### config.mk
export PLATFORM = sky130hd
export DESIGN_NAME = wb_regfile
export DESIGN_NICKNAME = d
export VERILOG_FILES = /design/src/rtl/wb_regfile_pkg.sv /design/src/rtl/wb_regfile_rf_core.sv /design/src/rtl/wb_regfile.sv
export SDC_FILE = /design/constraint.sdc
export NUM_CORES = 2
export LEC_CHECK = 0
export BUFFER_PORTS_ARGS = -buffer_cell sky130_fd_sc_hd__clkbuf_2
export CORE_ASPECT_RATIO = 1.5
export CORE_MARGIN = 1
export CORE_UTILIZATION = 40
export CTS_CLUSTER_DIAMETER = 120
export DETAILED_ROUTE_END_ITERATION = 12
export PLACE_DENSITY_LB_ADDON = 0.1
export SLEW_MARGIN = 20
export SYNTH_ARGS = -nofsm -noshare
export SYNTH_HDL_FRONTEND = slang
export SYNTH_HIERARCHICAL = 1
export SYNTH_SLANG_ARGS = --single-unit
### constraint.sdc
create_clock -name clk_i -period 60.4 [get_ports clk_i]
set_input_delay 15.1 -clock clk_i [delete_from_list [all_inputs] [get_ports clk_i]]
set_output_delay 15.1 -clock clk_i [all_outputs]
set_load 0.05 [all_outputs]
### src/rtl/wb_regfile_pkg.sv
// Shared Y86-64 constants and W-stage payload type for the write-back slice.
// Build option: define RF_BYPASS_EN for write-through register reads.
package wb_regfile_pkg;

    localparam int unsigned XLEN    = 64;
    localparam int unsigned REG_AW  = 4;
    localparam int unsigned NREGS   = 15;
    localparam int unsigned STAT_W  = 4;
    localparam int unsigned ICODE_W = 4;

    // Status codes
    localparam logic [STAT_W-1:0] SBUB = 4'h0;
    localparam logic [STAT_W-1:0] SAOK = 4'h1;
    localparam logic [STAT_W-1:0] SHLT = 4'h2;
    localparam logic [STAT_W-1:0] SADR = 4'h3;
    localparam logic [STAT_W-1:0] SINS = 4'h4;

    localparam logic [ICODE_W-1:0] INOP = 4'h1;

    // Register indices
    localparam logic [REG_AW-1:0] RRAX  = 4'h0;
    localparam logic [REG_AW-1:0] RRSP  = 4'h4;
    localparam logic [REG_AW-1:0] RNONE = 4'hF;

    typedef struct packed {
        logic [STAT_W-1:0]  stat;
        logic [ICODE_W-1:0] icode;
        logic [XLEN-1:0]    val_e;
        logic [XLEN-1:0]    val_m;
        logic [REG_AW-1:0]  dst_e;
        logic [REG_AW-1:0]  dst_m;
    } w_reg_t;

    localparam w_reg_t W_BUBBLE = '{
        stat:  SBUB,
        icode: INOP,
        val_e: '0,
        val_m: '0,
        dst_e: RNONE,
        dst_m: RNONE
    };

    // Any status other than a normal instruction or a bubble stops the machine.
    function automatic logic stat_faults(input logic [STAT_W-1:0] s);
        return (s != SAOK) && (s != SBUB);
    endfunction

endpackage

### src/rtl/wb_regfile_rf_core.sv
// 15x64 program register file: two write ports (valM wins), two async reads.
// RF_BYPASS_EN makes reads return the value being committed this cycle.
module rf_core
    import wb_regfile_pkg::*;
(
    input  logic              clk_i,
    input  logic              rst_i,
    input  logic              we_i,
    input  logic [REG_AW-1:0] dst_e_i,
    input  logic [XLEN-1:0]   val_e_i,
    input  logic [REG_AW-1:0] dst_m_i,
    input  logic [XLEN-1:0]   val_m_i,
    input  logic [REG_AW-1:0] src_a_i,
    input  logic [REG_AW-1:0] src_b_i,
    output logic [XLEN-1:0]   rval_a_o,
    output logic [XLEN-1:0]   rval_b_o
);

    logic [XLEN-1:0] regs_q [NREGS];
    logic [XLEN-1:0] regs_d [NREGS];

    // Port M is applied last so it overrides port E on a shared destination.
    always_comb begin
        for (int i = 0; i < int'(NREGS); i++) begin
            regs_d[i] = regs_q[i];
        end
        if (we_i && (dst_e_i != RNONE)) begin
            regs_d[dst_e_i] = val_e_i;
        end
        if (we_i && (dst_m_i != RNONE)) begin
            regs_d[dst_m_i] = val_m_i;
        end
    end

    always_ff @(posedge clk_i or posedge rst_i) begin
        if (rst_i) begin
            for (int i = 0; i < int'(NREGS); i++) begin
                regs_q[i] <= '0;
            end
        end else begin
            for (int i = 0; i < int'(NREGS); i++) begin
                regs_q[i] <= regs_d[i];
            end
        end
    end

    always_comb begin
        rval_a_o = '0;
        if (src_a_i != RNONE) begin
            rval_a_o = regs_q[src_a_i];
        end
`ifdef RF_BYPASS_EN
        if (we_i && (src_a_i != RNONE)) begin
            if (src_a_i == dst_m_i) begin
                rval_a_o = val_m_i;
            end else if (src_a_i == dst_e_i) begin
                rval_a_o = val_e_i;
            end
        end
`endif
    end

    always_comb begin
        rval_b_o = '0;
        if (src_b_i != RNONE) begin
            rval_b_o = regs_q[src_b_i];
        end
`ifdef RF_BYPASS_EN
        if (we_i && (src_b_i != RNONE)) begin
            if (src_b_i == dst_m_i) begin
                rval_b_o = val_m_i;
            end else if (src_b_i == dst_e_i) begin
                rval_b_o = val_e_i;
            end
        end
`endif
    end

endmodule

### src/rtl/wb_regfile.sv
// Y86-64 write-back stage: W pipeline register, commit, sticky halt, retire count.
// Build option: RF_BYPASS_EN selects write-through reads in rf_core.
module wb_regfile
    import wb_regfile_pkg::*;
(
    input  logic        clk_i,
    input  logic        rst_i,
    input  logic        W_stall_i,
    input  logic        W_bubble_i,
    input  logic [3:0]  M_stat_i,
    input  logic [3:0]  M_icode_i,
    input  logic [63:0] M_valE_i,
    input  logic [63:0] m_valM_i,
    input  logic [3:0]  M_dstE_i,
    input  logic [3:0]  M_dstM_i,
    input  logic [3:0]  d_srcA_i,
    input  logic [3:0]  d_srcB_i,
    output logic [63:0] d_rvalA_o,
    output logic [63:0] d_rvalB_o,
    output logic [3:0]  W_stat_o,
    output logic [3:0]  W_icode_o,
    output logic [63:0] W_valE_o,
    output logic [63:0] W_valM_o,
    output logic [3:0]  W_dstE_o,
    output logic [3:0]  W_dstM_o,
    output logic        halted_o,
    output logic [63:0] retire_cnt_o
);

    w_reg_t          w_q, w_d;
    logic            halted_q, halted_d;
    logic [XLEN-1:0] retire_cnt_q, retire_cnt_d;
    logic            we_c;

    // Bubble beats stall; stall holds; otherwise take M.
    always_comb begin
        w_d = w_q;
        if (W_bubble_i) begin
            w_d = W_BUBBLE;
        end else if (!W_stall_i) begin
            w_d.stat  = M_stat_i;
            w_d.icode = M_icode_i;
            w_d.val_e = M_valE_i;
            w_d.val_m = m_valM_i;
            w_d.dst_e = M_dstE_i;
            w_d.dst_m = M_dstM_i;
        end
    end

    // A faulting status never commits, so the halt edge itself is write-free.
    always_comb begin
        we_c         = (w_q.stat == SAOK) && !halted_q;
        halted_d     = halted_q | stat_faults(w_q.stat);
        retire_cnt_d = retire_cnt_q + XLEN'(we_c && !W_stall_i);
    end

    always_ff @(posedge clk_i or posedge rst_i) begin
        if (rst_i) begin
            w_q          <= W_BUBBLE;
            halted_q     <= 1'b0;
            retire_cnt_q <= '0;
        end else begin
            w_q          <= w_d;
            halted_q     <= halted_d;
            retire_cnt_q <= retire_cnt_d;
        end
    end

    rf_core u_rf_core (
        .clk_i    (clk_i),
        .rst_i    (rst_i),
        .we_i     (we_c),
        .dst_e_i  (w_q.dst_e),
        .val_e_i  (w_q.val_e),
        .dst_m_i  (w_q.dst_m),
        .val_m_i  (w_q.val_m),
        .src_a_i  (d_srcA_i),
        .src_b_i  (d_srcB_i),
        .rval_a_o (d_rvalA_o),
        .rval_b_o (d_rvalB_o)
    );

    assign W_stat_o     = w_q.stat;
    assign W_icode_o    = w_q.icode;
    assign W_valE_o     = w_q.val_e;
    assign W_valM_o     = w_q.val_m;
    assign W_dstE_o     = w_q.dst_e;
    assign W_dstM_o     = w_q.dst_m;
    assign halted_o     = halted_q;
    assign retire_cnt_o = retire_cnt_q;

endmodule
=== Yosys cells after proc, flatten, opt, wreduce, memory -nomap -nowiden ===
Index checks and enable logic that the tools add are counted.

* Register bits after elaboration: 1,169
* Output and inout port bits: 337
* Word-level logic and storage cells: 70

* $add $sub $neg: 1
* Magnitude comparators: 6
* Equal/unequal tests: 7
* Muxes and demuxes: 18
* Bitwise logic cells: 5
* Reductions and logical operators: 10

{| class="wikitable"
|+ Operators by type and width
! operator !! number
|-
| $bwmux 960 || 2
|-
| $mux 960 || 2
|-
| $bmux 64 s4 || 2
|-
| $demux 64 s4 || 2
|-
| $mux 64 || 8
|-
| $mux 144 || 2
|-
| $add 64x1->64 || 1
|-
| $ge 5x5->1 const B || 4
|-
| $not 4->5 || 4
|-
| $ne 4x4->1 const B || 4
|-
| $lt 5x1->1 const B || 2
|-
| $logic_and 1x1->1 || 7
|-
| $eq 4x1->1 const B || 1
|-
| $ne 4x1->1 const B || 1
|-
| $reduce_bool 4->1 || 1
|-
| $logic_not 1->1 || 2
|-
| $ne 2x1->1 const B || 1
|-
| $or 1x1->1 || 1
|}

=== Longest topological paths before layout ===
* Depth after elaboration: 9
* Depth in mapped cells: 12
* Mapped depth without buffers: 10

=== Hierarchy ===
The synthesis kept the hierarchy.

{| class="wikitable"
|+ Modules (own cells, without submodules)
! module !! times used !! cells an instance !! area an instance (um^2)
|-
| rf_core || 1 || 7,143 || 64,057.7
|-
| wb_regfile || 1 || 738 || 8,758.4
|}

=== Worst setup path before layout ===
Ideal clock, no wire load.

* Path kind: in2out
* From: input port d_srcA_i[1]
* To: output port d_rvalA_o[10]
* Arrival: 16.677 ns
* Required time: 45.300 ns
* Path slack: 28.623 ns
* Cell stages on the path: 5
* Cell sequence: buf_2 buf_2 mux4_2 mux2_2 o211a_1

* Word-level cells in the longest chain between the ends: 5

{| class="wikitable"
|+ Ends and longest elaborated chain
! what !! line !! RTL
|-
| from (decl) || wb_regfile.sv:16 || <nowiki>input logic [3:0] d_srcA_i,</nowiki>
|-
| $not 4->5 (not written as such) || wb_regfile_rf_core.sv:50 || <nowiki>rval_a_o = regs_q[src_a_i];</nowiki>
|-
| $bmux 64 s4 || wb_regfile_rf_core.sv:50 ||
|-
| $mux 64 (not written as such) (2 in series) || wb_regfile_rf_core.sv:50 ||
|-
| $mux 64 * || wb_regfile_rf_core.sv:49 || <nowiki>if (src_a_i != RNONE) begin</nowiki>
|-
| to (decl) || wb_regfile.sv:18 || <nowiki>output logic [63:0] d_rvalA_o,</nowiki>
|}

Mark *: on every way between the ends. The rest lies on a longest branch, timed or not. The select of a mux whose other input is x is not followed.

=== Final worst setup path ===
* From: input port d_srcA_i[1]
* To: output port d_rvalA_o[36]

Same word-level chain as after synthesis.

==> metrics.csv <==
stage,metric,value,unit
outcome,run_status,"finished, final reports clean",
global_route,grt_max_degree,174,
route,wl_met2,160,mm
synthesis,ys_seq_elements,1169,
floorplanning,start_util,40.3,%
clock_tree,cts-buffers-inserted,134,
route,drt_iter0_drc,10282,
route,wl_per_cell,34.6,um
pwr,ir_worst_vdd,39.9,uV
timing,hold_viol,0,
global_route,overflow,0,
floorplanning,core,181000,um2
critical_path,setup.worst_path.end,d_rvalA_o[36],
final_layout,post-route-util,44.1,%
critical_path,worstSetupPathType,in -> out,
route,top_layer_used,met5,
timing,worst_pin_slew,1.28,ns
critical_path,r2r-end,u_rf_core/regs_q[290],
clock_tree,insertion_delay,0.83,ns
floorplanning,ios,493,
route,drc_errors,0,
synthesis,synth_compound_area_share,19.6,%
route,routed_via_density,7.32,
critical_path,regToRegSetupSlack,55.24,ns
synthesis,yosysSeqAreaShare,40.2,%
clock_tree,h-tree-depth,4,
synthesis,synth_fa_ha_area_share,0.0344,%
synthesis,synthMuxAreaShare,17.0,%
synthesis,yosys.area_share.simple,15.6,%
synthesis,async_reset_ff_share,100,%
placement,port_buffers,492,
clock_tree,ctsResizeCount,0,
route,vias,73641,
critical_path,cp_max_fo,99,
clock_tree,path_clk_slew,0.05,ns
route,drt_first_pass_iters,6,
critical_path,worst_r2r_path_depth,6,
final_layout,fin_nets,7702,
timing,clock_skew,0.0383,ns
timing,finalCriticalPeriod,34.67,ns
placement,place_hpwl,176,mm
floorplanning,die_x,350,um
final_layout,areaGrowthSynthToFinish,9.46,%
floorplanning,die_height,525,um
synthesis,synth_largest_area_cell,dfrtp_1,
synthesis,syn_nets,8039,
critical_path,startpoint_type,input pin,
critical_path,reg2reg_from,W_dstM_o[0],
synthesis,synth_common_cells,"dfrtp_1, nor3_1, nand3_1, a31oi_1, o21ai_0",
clock_tree,cts_sinks,1169,
synthesis,ys.flop_type,dfrtp_1,
global_route,grt_antenna_before_repair,3,
floorplanning,core.rowCount,191,
timing,setup_ws,25.73,ns
final_layout,drive_gt1_share,17.0,%
synthesis,syn-cell-area,72800,um2
clock_tree,root_buffer,clkbuf_16,
critical_path,crit_start,d_srcA_i[1],
timing,slew_viol_final,0,
synthesis,synth_area_per_cell,9.24,um2
floorplanning,die_area,184000,um2
global_route,grt_pass1_vias,72509,
route,met3_length,37.6,mm
synthesis,syn_inst,7881,
synthesis,synth_cell_types,54,
synthesis,yosysWarningCount,6,
synthesis,synth.area.top_cells,"dfrtp_1, a31oi_1, mux4_2, mux2i_1, nor3_1",
timing,setup_viol,0,
synthesis,synth_top_area_share,39.9,%
final_layout,final-seq-area,29300,um2
synthesis,synth_top_family_by_area,compound AO/OA/AOI/OAI gates,
placement,routabilityCongestion,0.828,
synthesis,synthXorXnorAreaFrac,0.746,%
pwr,p_leak,32.7,nW
critical_path,arrival,19.57,ns
global_route,grt_pass1_wl,508,mm
route,wl_met1,132,mm
hold_path,hold_class,reg -> reg,
timing,period_share,57.4,%
synthesis,yosysMostFrequentCell,dfrtp_1,
timing,rsz0062_at_grt,no,
clock_tree,cts_tree,done,
job,maxCapViolations,0,
placement,dp_slack,25.81,ns
final_layout,fillers,17240,
pwr,power.density,24.8,nW/um2
timing,max_freq,28.8,MHz
critical_path,end_kind,primary output,
synthesis,synth_edf_count,0,
timing,final.setup.tns,0,ns
global_route,grt_use_total,36.7,%
route,detail-route-antenna-nets,0,
route,wirelength,348,mm
timing,timing.slew.headroom,14.4,%
clock_tree,post-cts-setup-buffers,0,
critical_path,worst_ep_required_time,45.30,ns
final_layout,multi_input_area,38800,um2
clock_tree,cts-hold-fix-buffers,0,
clock_tree,cts_buffer_depth,3,
-- stage by stage --
step | cell area [um2] | total power (W) | hold slack [ns] | instances
floorplan | 72800 | 0.00101 | 0.537 | 7881
global placement | 75100 | 0.00111 | 0.461 | 9819
detailed placement | 75100 | 0.00111 | 0.464 | 9819
CTS | 79700 | 0.00198 | 0.475 | 10057
global route | 79700 | 0.00203 | 0.478 | 10059
finish | 79700 | 0.00198 | 0.469 | 10061
-- worst min path at each step --
stage,startpoint,endpoint,slack [ns],cells past startpoint
floorplan,u_rf_core/regs_q[100],u_rf_core/regs_q[100],0.54,2
global placement,retire_cnt_o[63],retire_cnt_o[63],0.46,1
detailed placement,retire_cnt_o[63],retire_cnt_o[63],0.46,1
CTS,retire_cnt_o[63],retire_cnt_o[63],0.48,1
global route,retire_cnt_o[63],retire_cnt_o[63],0.48,1
finish,retire_cnt_o[63],retire_cnt_o[63],0.47,1
-- flip-flops by register name, summed over array words and instances (netlist names) --
signal,count
W_stat_o,4
retire_cnt_o,64
W_dstM_o,4
W_valE_o,64
W_valM_o,64
u_rf_core/regs_q,960
W_dstE_o,4
halted_o,1
W_icode_o,4
-- logic make-up after synthesis --
| logic type | Yosys count |
|---|---|
| XOR/XNOR | 62 |
| AO/OA/AOI/OAI | 2313 |
| flip-flops | 1169 |
| AND/OR/NAND/NOR | 2247 |
| buffers and inverters | 1185 |
| multiplexers | 903 |
| adder cells (fa/ha/maj) | 2 |
-- layout make-up --
class                           instances  share of cell area, %
Sequential cell                      1169                   36.7
Tap cell                             2412                   3.79
Multi-Input combinational cell       5527                   48.6
Inverter                               75                  0.372
Clock buffer                          184                   4.82
Clock inverter                         54                  0.871
Timing Repair Buffer                  637                   4.79
Antenna cell                            3                0.00942
-- report_power, final --
group	internal [W]	switching [W]
logic	0.0000617	0.000195
clock network	0.000503	0.000376
registers	0.000800	0.0000443
total	0.00136	0.000615
-- routing by layer --
layer	GRT usage, %	up-vias
met3	7.98	1121
met5	0	-
met1	46.9	37357
li1	-	29455
met4	18.6	2
met2	58.0	5706
-- critical path: stages --
cell and delay, ns:
buf_8 0.48, buf_4 0.72, buf_12 0.64, buf_4 0.85, mux4_2 0.59, mux2_2 0.31, o211a_1 0.29, clkbuf_2 0.27
-- layout by cell type, fill, tap and decap left out, types with 7 or more instances in the layout --
master	instances
o221ai_1	128
a31oi_1	960
xnor2_1	44
clkbuf_16	137
and3_1	9
clkbuf_2	482
clkbuf_8	24
a22oi_1	128
o211a_1	128
nand2_1	18
mux2i_1	519
clkbuf_1	23
mux2_2	128
dfstp_2	9
or2_4	17
clkinv_2	21
nor4_1	7
o21ai_1	11
xor2_1	18
nor2b_1	10
inv_1	73
a211o_1	9
nand4_1	47
nor2_1	146
mux4_2	256
buf_12	14
buf_4	133
dfrtp_1	1160
bufinv_16	13
o21ai_0	949
nand3_1	964
clkinvlp_4	7
nor3_1	972
(Power assumes the default switching activity.)
